### src/rtl/fp_align_pkg.sv
// Shared defaults, shift-width helper and rounding-bit bundle for the FP alignment stage.
// FP_ALIGN_ROUND_BIT_EN adds a separate round bit R alongside G and PS.
package fp_align_pkg;

    localparam int EXP_W_DEF = 8;
    localparam int MAN_W_DEF = 25;
    localparam int TAG_W_DEF = 4;

    // Clamped shift amount must be able to hold MAN_W+1.
    function automatic int shift_w(input int man_w);
        return $clog2(man_w + 2);
    endfunction

    localparam int SHIFT_W = $clog2(MAN_W_DEF + 2);

    typedef struct packed {
`ifdef FP_ALIGN_ROUND_BIT_EN
        logic r;
`endif
        logic g;
        logic ps;
    } round_bits_t;

endpackage

### src/rtl/fp_align_if.sv
// Operand-in / aligned-result-out bundle of the FP alignment stage.
// FP_ALIGN_ROUND_BIT_EN adds the round bit r to the result side.
interface fp_align_if
    import fp_align_pkg::*;
#(
    parameter int EXP_W = EXP_W_DEF,
    parameter int MAN_W = MAN_W_DEF,
    parameter int TAG_W = TAG_W_DEF
) ();

    logic             in_valid;
    logic             in_ready;
    logic [EXP_W-1:0] ea;
    logic [EXP_W-1:0] eb;
    logic [MAN_W-1:0] ma;
    logic [MAN_W-1:0] mb;
    logic [TAG_W-1:0] in_tag;

    logic             out_valid;
    logic             out_ready;
    logic [EXP_W-1:0] cexp;
    logic [MAN_W-1:0] mmax;
    logic [MAN_W-1:0] mmin;
    logic             g;
    logic             ps;
    logic             maxab;
    logic [TAG_W-1:0] out_tag;
`ifdef FP_ALIGN_ROUND_BIT_EN
    logic             r;

    modport master (
        output in_valid, ea, eb, ma, mb, in_tag, out_ready,
        input  in_ready, out_valid, cexp, mmax, mmin, g, r, ps, maxab, out_tag
    );

    modport slave (
        input  in_valid, ea, eb, ma, mb, in_tag, out_ready,
        output in_ready, out_valid, cexp, mmax, mmin, g, r, ps, maxab, out_tag
    );
`else
    modport master (
        output in_valid, ea, eb, ma, mb, in_tag, out_ready,
        input  in_ready, out_valid, cexp, mmax, mmin, g, ps, maxab, out_tag
    );

    modport slave (
        input  in_valid, ea, eb, ma, mb, in_tag, out_ready,
        output in_ready, out_valid, cexp, mmax, mmin, g, ps, maxab, out_tag
    );
`endif

endinterface

### src/rtl/fp_align_shifter.sv
// Combinational clamp + right shift of the smaller mantissa with G/(R)/PS generation.
// FP_ALIGN_ROUND_BIT_EN splits the round bit R out of the pre-sticky.
module fp_align_shifter
    import fp_align_pkg::*;
#(
    parameter int EXP_W = EXP_W_DEF,
    parameter int MAN_W = MAN_W_DEF
) (
    input  logic [EXP_W-1:0] d,
    input  logic [MAN_W-1:0] m,
    output logic [MAN_W-1:0] mmin,
    output round_bits_t      rnd
);

    localparam int SW    = shift_w(MAN_W);
    localparam int BUF_W = 2 * MAN_W + 1;

    logic          clamp;
    logic [SW-1:0] s;
    logic [BUF_W-1:0] shifted;

    // Any shift beyond MAN_W+1 pushes every bit into the sticky region, so the
    // shifter only ever needs to handle 0..MAN_W+1.
    always_comb begin
        // NOTE: every output of a combinational block gets a value before any
        // branch, otherwise a path that skips it infers a latch.
        clamp   = (int'(d) > MAN_W + 1);
        s       = clamp ? SW'(MAN_W + 1) : SW'(d);
        shifted = {m, {(MAN_W + 1){1'b0}}} >> s;
        mmin    = shifted[BUF_W-1 -: MAN_W];
        rnd     = '0;
        rnd.g   = shifted[MAN_W];
`ifdef FP_ALIGN_ROUND_BIT_EN
        rnd.r   = shifted[MAN_W-1];
        rnd.ps  = |shifted[MAN_W-2:0];
        if (int'(d) > MAN_W + 1) begin
            rnd.r  = 1'b0;
            rnd.ps = |m;
        end
`else
        rnd.ps  = |shifted[MAN_W-1:0];
`endif
    end

endmodule

### src/rtl/fp_align_pipe.sv
// Two-stage mantissa alignment: S1 compare/swap/exponent difference, S2 shift + rounding bits.
// FP_ALIGN_ROUND_BIT_EN adds the separate round bit output r.
module fp_align_pipe
    import fp_align_pkg::*;
#(
    parameter int EXP_W = EXP_W_DEF,
    parameter int MAN_W = MAN_W_DEF,
    parameter int TAG_W = TAG_W_DEF
) (
    input  logic      clk,
    input  logic      rst_n,
    fp_align_if.slave bus
);

    logic             b_larger;
    logic [EXP_W-1:0] emax;
    logic [EXP_W-1:0] emin;
    logic [MAN_W-1:0] mbig;
    logic [MAN_W-1:0] msmall;

    logic             s1_valid;
    logic             s1_ready;
    logic [EXP_W-1:0] s1_cexp;
    logic [EXP_W-1:0] s1_d;
    logic [MAN_W-1:0] s1_mmax;
    logic [MAN_W-1:0] s1_msmall;
    logic             s1_maxab;
    logic [TAG_W-1:0] s1_tag;

    logic [MAN_W-1:0] sh_mmin;
    round_bits_t      sh_rnd;

    logic             s2_valid;
    logic             s2_ready;
    logic [EXP_W-1:0] s2_cexp;
    logic [MAN_W-1:0] s2_mmax;
    logic [MAN_W-1:0] s2_mmin;
    round_bits_t      s2_rnd;
    logic             s2_maxab;
    logic [TAG_W-1:0] s2_tag;

    // Exponent-major compare; ties keep A as the larger operand.
    always_comb begin
        b_larger = {bus.eb, bus.mb} > {bus.ea, bus.ma};
        emax     = b_larger ? bus.eb : bus.ea;
        emin     = b_larger ? bus.ea : bus.eb;
        mbig     = b_larger ? bus.mb : bus.ma;
        msmall   = b_larger ? bus.ma : bus.mb;
    end

    // A stage may load whenever it is empty or its contents leave this cycle.
    assign s2_ready     = !s2_valid || bus.out_ready;
    assign s1_ready     = !s1_valid || s2_ready;
    assign bus.in_ready = s1_ready;

    always_ff @(posedge clk) begin
        // NOTE: datapath registers are reset too, so every result output
        // reads zero while reset is held, not just the valid flag.
        if (!rst_n) begin
            s1_valid  <= 1'b0;
            s1_cexp   <= '0;
            s1_d      <= '0;
            s1_mmax   <= '0;
            s1_msmall <= '0;
            s1_maxab  <= 1'b0;
            s1_tag    <= '0;
        end else if (s1_ready) begin
            // NOTE: non-blocking assignments keep every register sampling
            // pre-edge values, independent of statement order.
            s1_valid <= bus.in_valid;
            if (bus.in_valid) begin
                s1_cexp   <= emax;
                s1_d      <= emax - emin;
                s1_mmax   <= mbig;
                s1_msmall <= msmall;
                s1_maxab  <= b_larger;
                s1_tag    <= bus.in_tag;
            end
        end
    end

    fp_align_shifter #(
        .EXP_W (EXP_W),
        .MAN_W (MAN_W)
    ) u_shifter (
        .d    (s1_d),
        .m    (s1_msmall),
        .mmin (sh_mmin),
        .rnd  (sh_rnd)
    );

    always_ff @(posedge clk) begin
        if (!rst_n) begin
            s2_valid <= 1'b0;
            s2_cexp  <= '0;
            s2_mmax  <= '0;
            s2_mmin  <= '0;
            s2_rnd   <= '0;
            s2_maxab <= 1'b0;
            s2_tag   <= '0;
        end else if (s2_ready) begin
            s2_valid <= s1_valid;
            if (s1_valid) begin
                s2_cexp  <= s1_cexp;
                s2_mmax  <= s1_mmax;
                s2_mmin  <= sh_mmin;
                s2_rnd   <= sh_rnd;
                s2_maxab <= s1_maxab;
                s2_tag   <= s1_tag;
            end
        end
    end

    assign bus.out_valid = s2_valid;
    assign bus.cexp      = s2_cexp;
    assign bus.mmax      = s2_mmax;
    assign bus.mmin      = s2_mmin;
    assign bus.g         = s2_rnd.g;
    assign bus.ps        = s2_rnd.ps;
    assign bus.maxab     = s2_maxab;
    assign bus.out_tag   = s2_tag;
`ifdef FP_ALIGN_ROUND_BIT_EN
    assign bus.r         = s2_rnd.r;
`endif

endmodule

### src/flat_wrapper.sv
// flat-port wrapper written by rule: the top's interface ports become plain ports
module fp_align_pipe_flat import fp_align_pkg::*;
#(
    parameter int EXP_W = EXP_W_DEF,
    parameter int MAN_W = MAN_W_DEF,
    parameter int TAG_W = TAG_W_DEF
)
  (clk, rst_n, bus_in_valid, bus_ea, bus_eb, bus_ma, bus_mb, bus_in_tag, bus_out_ready, bus_in_ready, bus_out_valid, bus_cexp, bus_mmax, bus_mmin, bus_g, bus_ps, bus_maxab, bus_out_tag);
  fp_align_if #(.EXP_W(EXP_W), .MAN_W(MAN_W), .TAG_W(TAG_W)) bus_i ();
  input  logic clk;
  input  logic rst_n;
  input wire logic [$bits(bus_i.in_valid)-1:0] bus_in_valid;
  input wire logic [$bits(bus_i.ea)-1:0] bus_ea;
  input wire logic [$bits(bus_i.eb)-1:0] bus_eb;
  input wire logic [$bits(bus_i.ma)-1:0] bus_ma;
  input wire logic [$bits(bus_i.mb)-1:0] bus_mb;
  input wire logic [$bits(bus_i.in_tag)-1:0] bus_in_tag;
  input wire logic [$bits(bus_i.out_ready)-1:0] bus_out_ready;
  output wire logic [$bits(bus_i.in_ready)-1:0] bus_in_ready;
  output wire logic [$bits(bus_i.out_valid)-1:0] bus_out_valid;
  output wire logic [$bits(bus_i.cexp)-1:0] bus_cexp;
  output wire logic [$bits(bus_i.mmax)-1:0] bus_mmax;
  output wire logic [$bits(bus_i.mmin)-1:0] bus_mmin;
  output wire logic [$bits(bus_i.g)-1:0] bus_g;
  output wire logic [$bits(bus_i.ps)-1:0] bus_ps;
  output wire logic [$bits(bus_i.maxab)-1:0] bus_maxab;
  output wire logic [$bits(bus_i.out_tag)-1:0] bus_out_tag;
  assign bus_i.in_valid = bus_in_valid;
  assign bus_i.ea = bus_ea;
  assign bus_i.eb = bus_eb;
  assign bus_i.ma = bus_ma;
  assign bus_i.mb = bus_mb;
  assign bus_i.in_tag = bus_in_tag;
  assign bus_i.out_ready = bus_out_ready;
  assign bus_in_ready = bus_i.in_ready;
  assign bus_out_valid = bus_i.out_valid;
  assign bus_cexp = bus_i.cexp;
  assign bus_mmax = bus_i.mmax;
  assign bus_mmin = bus_i.mmin;
  assign bus_g = bus_i.g;
  assign bus_ps = bus_i.ps;
  assign bus_maxab = bus_i.maxab;
  assign bus_out_tag = bus_i.out_tag;
  fp_align_pipe #(.EXP_W(EXP_W), .MAN_W(MAN_W), .TAG_W(TAG_W)) u_core (.clk(clk), .rst_n(rst_n), .bus(bus_i));
endmodule
### config.mk
export PLATFORM = sky130hd
export DESIGN_NAME = fp_align_pipe_flat
export DESIGN_NICKNAME = d
export VERILOG_FILES = /design/src/rtl/fp_align_pkg.sv /design/src/rtl/fp_align_if.sv /design/src/rtl/fp_align_shifter.sv /design/src/rtl/fp_align_pipe.sv /design/src/flat_wrapper.sv
export SDC_FILE = /design/constraint.sdc
export NUM_CORES = 1
export LEC_CHECK = 0
export BUFFER_PORTS_ARGS = -buffer_cell sky130_fd_sc_hd__buf_2
export CORE_UTILIZATION = 45
export DETAILED_ROUTE_END_ITERATION = 10
export HOLD_SLACK_MARGIN = 0.05
export PLACE_DENSITY = 0.66
export SETUP_SLACK_MARGIN = 0.4
export SLEW_MARGIN = 15
export SYNTH_ARGS = -nofsm -noshare
export SYNTH_HDL_FRONTEND = slang
export SYNTH_SLANG_ARGS = --single-unit
export TNS_END_PERCENT = 20
### constraint.sdc
create_clock -name clk -period 3.6 [get_ports clk]
set_clock_uncertainty 0.1 [all_clocks]
set_input_delay 0.36 -clock clk [delete_from_list [all_inputs] [get_ports clk]]
set_output_delay 0.36 -clock clk [all_outputs]
set_load 0.005 [all_outputs]
==> metrics, run 1 <==
status=finished, final reports clean; I/O pins=141; Detailed Place HPWL=16800 um; power per cell area=506 nW/um^2; first-pass GRT wire length=37400 um; final core utilization=55.9%; worst hold path type=in2reg; async set or reset register ratio after synthesis=0%; Net count, final=1255; Die Area=18400 um^2; Starting Density=46.3%; Multi-input gate area=4890 um^2; CTS Hold Bufs=0; min-delay src=bus_in_tag[0]; LEAKAGE=4.22 nW; Post-Syn Area=8040 um^2; Core Area=17400 um^2; Initial DRC Count=533; Crit path arrival time=3.34 ns; fmax=0.324 GHz; Most used DFF post-synth=dfxtp_1; Row Count=48; EDFF count, synth=0; post-DR wirelength/cell=17.1 um; DR vias=7993; Worst R2R End=u_core.bus.ps; Final Max Slew Viols=0; internal power=3.24 mW; H-tree Lvls=4; gr usage total=26.1%; DRC=0; Initial DRT Pass Iterations=5; IR Drop Worst-Case VDD=398 uV; R2R cell count=10; crit start category=input port; pin count of the biggest net entering global routing=79; Slew @ Worst Pin=0.859 ns; Vias/cell=5.76; CP required=3.86 ns; vias in the first global route=7186; TritonCTS Buffers=17; hold depth=3; final setup fails=0; Period minus WS final=3.09 ns; Worst setup EP type=register; CTS tree=built; most frequent cells in the layout=240 x nand2_1, 140 x buf_2, 137 x dfxtp_1, 120 x nor2_1, 85 x a21oi_1; Placer Congestion=0.918; post-synth top area cell=dfxtp_1; Avg Cell Area, Syn=7.80 um^2; synth unique cells=71; Skew-Pair Late Insertion Delay=0.44 ns; sequential fraction of the synthesis area=34.4%; Sw Ratio=33.9%; Syn Inst Count=1030; root buf cell=clkbuf_16; Worst-path clk slew=0.06 ns; deepest clock path buffer count=2; commonest non-fill, non-tap cell in the layout=nand2_1; Worst R2R Setup Slack=0.54 ns; max_slew headroom=42.6%; dpl ws=-0.0568 ns; r2r startpoint=u_core.s1_d[6]; Min Hold Slack=0.0634 ns; Yosys Warn Count=0; Clock power frac=36.8%; Layout area overhead=20.6%; Die X=136 um; Clock Sinks=138; initial antenna violation count=4; P_sw=1.66 mW; syn_nets=1138; layout cells sized above 1=21.6%; Logic pwr share=28.1%; Worst Slack Setup Final=0.513 ns; Max Cap Viol=0; #FFs+latches synth=138; input/output buffers=140; post-route ant nets=0; CP max FO=13; drt total wl=23700 um; area share of the largest cell type after synthesis=34.4%; Power, Total=4.90 mW; ratio of final minimum period to clock period=85.7%; crit path kind=in2reg; RSZ-0062 raised after global routing=true; die height=136 um; largest cells by area after synthesis=dfxtp_1 34%, nand2_1 11%, a311oi_1 6.1%; sequential cell area=2760 um^2; Final Hold Fails=0; Setup TNS Final=0 ns; total grt overflow=0; Hold Crit Endpoint=u_core.s1_tag[0]; fill count=1644; sequential power share=35.1%
## routing by layer
layer,track usage [%],up-vias,part of all wire (%)
li1,-,3932,-
met1,35.0,3747,46
met2,40.2,270,45
met3,6.36,40,6.6
met4,9.80,4,2.1
met5,0,-,0.076
## how the worst max path moves through the flow
| stage | startpoint | endpoint | slack, ns | cells after the start |
|---|---|---|---|---|
| after floorplan | bus_ea[3] | u_core.s1_d[6] | 0.41 | 15 |
| after global placement | bus_ea[5] | u_core.s1_d[6] | 0.08 | 15 |
| after detailed placement | bus_ea[5] | u_core.s1_d[6] | -0.06 | 15 |
| after CTS | bus_ea[5] | u_core.s1_d[6] | 0.37 | 15 |
| after global routing | bus_ea[5] | u_core.s1_d[5] | 0.32 | 13 |
| final | bus_ea[1] | u_core.s1_d[5] | 0.51 | 12 |
## sequential cells by signal, indices dropped and copies added (netlist names)
name / count
u_core.bus.out_valid: 1
u_core.bus.out_tag: 4
u_core.s1_d: 8
u_core.bus.g: 1
u_core.s1_cexp: 8
u_core.bus.mmin: 25
u_core.bus.ps: 1
u_core.s1_maxab: 1
u_core.bus.mmax: 25
u_core.bus.cexp: 8
u_core.s1_msmall: 25
u_core.s1_tag: 4
u_core.s1_mmax: 25
u_core.s1_valid: 1
u_core.bus.maxab: 1
## kinds of logic after synthesis
family	count (synthesis)	share of synthesized area [%]
multiplexers	55	9.77
adder cells (fa/ha/maj)	34	5.29
XOR/XNOR	1	0.109
AO/OA/AOI/OAI	247	21.7
buffers and inverters	114	5.90
AND/OR/NAND/NOR	441	22.9
flip-flops	138	34.4
## per-stage QoR
stage               cell area [um^2]  std cells
floorplan                       8040       1030
global placement                8980       1350
detailed placement              8980       1350
CTS                             9600       1383
global route                    9690       1386
finish                          9690       1387
## worst max-delay path: stages
cell and delay [ns]:
buf_2 0.11, inv_1 0.07, ha_2 0.38, nand4_1 0.21, nor4_4 0.37, o21ai_1 0.14
a31oi_2 0.29, o21a_2 0.34, o22ai_1 0.22, a221o_1 0.42, a311o_1 0.33, o211ai_1 0.09
## timing repair
item / in CTS / in global routing
gates cloned: 0 / 1
pin swaps: 1 / 7
gates resized for setup: 2 / 10
endpoints found under the setup margin: 2 / 52
buffers inserted: 1 / 1
endpoints found under the hold margin: 0 / 0
## cell type report
| cell class | count | area share [%] |
|---|---|---|
| diodes | 2 | 0.0516 |
| clock buffers | 17 | 4.39 |
| clock inverters | 15 | 1.85 |
| inverters | 39 | 1.54 |
| multi-input cells | 778 | 50.4 |
| flip-flops and latches | 138 | 28.5 |
| well taps | 225 | 2.90 |
| repair buffers | 173 | 10.4 |
## power groups by stage
stage / combinational (mW) / sequential (mW) / clock, mW
final: 1.38 / 1.72 / 1.80
after global routing: 1.52 / 1.73 / 1.89
after CTS: 1.32 / 1.72 / 1.83
after detailed placement: 1.31 / 1.75 / 0
after global placement: 1.30 / 1.75 / 0
after floorplan: 0.918 / 1.73 / 0
## cells in the mapped netlist (all sizes together) (7+ instances only)
master,number
a211oi,10
a21oi,86
a22oi,7
a311oi,57
buf,18
clkbuf,57
dfxtp,138
ha,34
inv,39
mux2,9
mux2i,29
mux4,17
nand2,241
nand2b,7
nand3,15
nand4,12
nor2,121
nor2b,7
nor3,12
nor4,7
o211ai,12
o21ai,20
or3,7
No activity file was read; power rests on OpenSTA's default activity.
==> run 2: changes to the inputs <==
- ABC_AREA: unset -> 1
- CORE_UTILIZATION: 45 -> 54
- PLACE_DENSITY: 0.66 -> 0.77
==> run 2 against run 1 <==
Against the previous run: via count is 8.6% higher; worst setup slack better by 0.27 ns; global-route usage is 3.1 points higher; fmax is 9.8% higher; non-clock buffer count is 16 lower; design area is 2.7% lower; clock-buffer cell count is 1 higher; clock power is 6% lower; critical path type unchanged; sequential cell count stayed put; die area is 16% lower; synthesized cell count is 24% higher; sequential share of layout area is 0.78 points higher; largest power group is now sequential cells.
==> metrics, run 2 <==
Worst setup EP type=register; initial antenna violation count=0; Inst Count DP=1546; H-tree Lvls=4; CTS tree=built; Clock Sinks=138; Vias/cell=5.50; largest cells by area after synthesis=dfxtp_1 34%, nand2_1 16%, nand3_1 8.6%; async set or reset register ratio after synthesis=0%; I/O pins=141; R2R cell count=16; Min Hold Slack=0.0840 ns; max_slew headroom=35.5%; drt total wl=22300 um; Final Max Slew Viols=0; ratio of final minimum period to clock period=78.1%; post-synth top area cell=dfxtp_1; Worst R2R End=u_core.bus.ps; synth unique cells=35; dpl ws=0.366 ns; Detailed Place HPWL=15800 um; post-DR wirelength/cell=14.1 um; Hold Crit Endpoint=u_core.s1_tag[3]; P_sw=1.57 mW; IR Drop Worst-Case VDD=322 uV; commonest non-fill, non-tap cell in the layout=nand2_1; Worst Slack Setup Final=0.788 ns; postcts setup bufs=0; Layout area overhead=16.1%; root buf cell=clkbuf_16; internal power=3.00 mW; min-delay src=bus_in_tag[3]; DP Area=8870 um^2; status=finished, final reports clean; layout cells sized above 1=15.0%; fmax=0.356 GHz; final core utilization=64.6%; Logic pwr share=25.9%; final setup fails=0; area share of the largest cell type after synthesis=34.0%; Initial DRC Count=613; pin count of the biggest net entering global routing=95; crit start category=input port; hold depth=3; CP max FO=14; Post-synth top cells=346 x nand2_1, 140 x nand3_1, 138 x dfxtp_1, 129 x nor2_1, 125 x a21oi_1; gr usage total=29.2%; worst hold path type=in2reg; Syn Inst Count=1277; Row Count=44; Setup TNS Final=0 ns; #FFs+latches synth=138; deepest clock path buffer count=2; final instance area=9430 um^2; Slew @ Worst Pin=0.967 ns; Initial DRT Pass Iterations=5; Avg Cell Area, Syn=6.36 um^2; EDFF count, synth=0; DR vias=8682; Die X=125 um; Core Area=14600 um^2; sequential power share=37.2%; Clock power frac=37.0%; Placer Congestion=0.901; sequential fraction of the synthesis area=34.0%; LEAKAGE=4.63 nW; Ant. Diodes=0; Period minus WS final=2.81 ns; RSZ-0062 raised after global routing=false; Sw Ratio=34.3%; Crit path arrival time=3.03 ns; Net count, final=1489; cts repair resizes=0; syn_nets=1385; Worst-path clk slew=0.06 ns; Power, Total=4.57 mW; DRC=0; Yosys Warn Count=0; power per cell area=484 nW/um^2; Max Cap Viol=0; die height=125 um; r2r startpoint=u_core.s1_d[2]; Die Area=15500 um^2; Final Hold Fails=0; CP required=3.82 ns; total grt overflow=0; Final Non-Filler Cells=1578; top-count cell post-synth=nand2_1; Starting Density=55.7%; Most used DFF post-synth=dfxtp_1; CTS Hold Bufs=0; Skew-Pair Late Insertion Delay=0.44 ns; first-pass GRT wire length=37200 um; crit path kind=in2reg; TritonCTS Buffers=17; most frequent cells in the layout=344 x nand2_1, 140 x nand3_1, 140 x buf_2, 138 x dfxtp_1, 129 x nor2_1; Post-Syn Area=8120 um^2; vias in the first global route=7990; Worst R2R Setup Slack=0.82 ns; post-route ant nets=0; input/output buffers=140
## run 2: changes by cell type after synthesis, sizes merged, moves of 17 or more
cell | previous run | this run
nand2 | 241 | 350
mux2i | 29 | 0
nand3 | 15 | 141
mux4 | 17 | 0
a311oi | 57 | 0
o21ai | 20 | 90
inv | 39 | 122
a21oi | 86 | 125
## run 2: cell type report
| type | instances | area (um^2) |
|---|---|---|
| timing repair buffer | 157 | 828 |
| clock inverter | 14 | 135 |
| multi-input combinational | 944 | 4580 |
| clock buffer | 18 | 429 |
| sequential | 138 | 2760 |
| inverter | 123 | 464 |
| tap | 184 | 230 |
| fill | 1395 | 5160 |
## run 2: worst max-delay path: stages
cell and delay (ns):
buf_2 0.08, inv_1 0.05, ha_1 0.29, nand2_1 0.07, nor2_1 0.25, inv_1 0.09, nor3_1 0.32, nand2_1 0.09
nand2_1 0.07, nand2_1 0.06, nand2_2 0.16, nand2_4 0.15, nand2_1 0.11, nand3_1 0.10, ha_1 0.19, a21o_1 0.18
nand2_1 0.06, nand2_1 0.06, nand2_1 0.05, nand2_1 0.04, o21ai_0 0.15, inv_1 0.05
## run 2: how the worst max path moves through the flow
| stage | from | end | slack [ns] | cells after the start |
|---|---|---|---|---|
| 2_1_floorplan | bus_ea[5] | u_core.s1_d[4] | 1.0 | 21 |
| 3_3_place_gp | bus_ma[16] | u_core.s1_d[4] | 0.40 | 22 |
| 3_5_place_dp | bus_ma[16] | u_core.s1_d[4] | 0.37 | 22 |
| 4_1_cts | bus_ma[16] | u_core.s1_d[4] | 0.81 | 22 |
| 5_1_grt | bus_ea[5] | u_core.s1_d[4] | 0.46 | 22 |
| 6_report | bus_ma[16] | u_core.s1_d[4] | 0.79 | 22 |
## run 2: cell families (layout without fill, tap and decap cells)
logic type | after synthesis | count (layout) | share of synthesized area [%]
buf+inv | 195 | 312 | 9.63
fa+ha+maj | 34 | 34 | 5.24
flops | 138 | 138 | 34.0
simple gates | 649 | 649 | 33.7
xor+xnor | 2 | 2 | 0.216
compound gates | 259 | 259 | 17.1
## run 2: metal layers
layer	track usage [%]	vias up	share of wire, %
met1	37.9	3944	44
met5	0	-	0
li1	-	4418	-
met4	12.0	0	2.7
met3	5.50	53	5.3
met2	47.6	267	48
## run 2: power groups by stage
stage,Sequential [mW],Combinational (mW),Clock [mW]
final,1.70,1.18,1.69
after global routing,1.71,1.34,1.78
after CTS,1.70,1.17,1.71
after detailed placement,1.73,1.16,0
after global placement,1.73,1.16,0
after floorplan,1.72,0.857,0
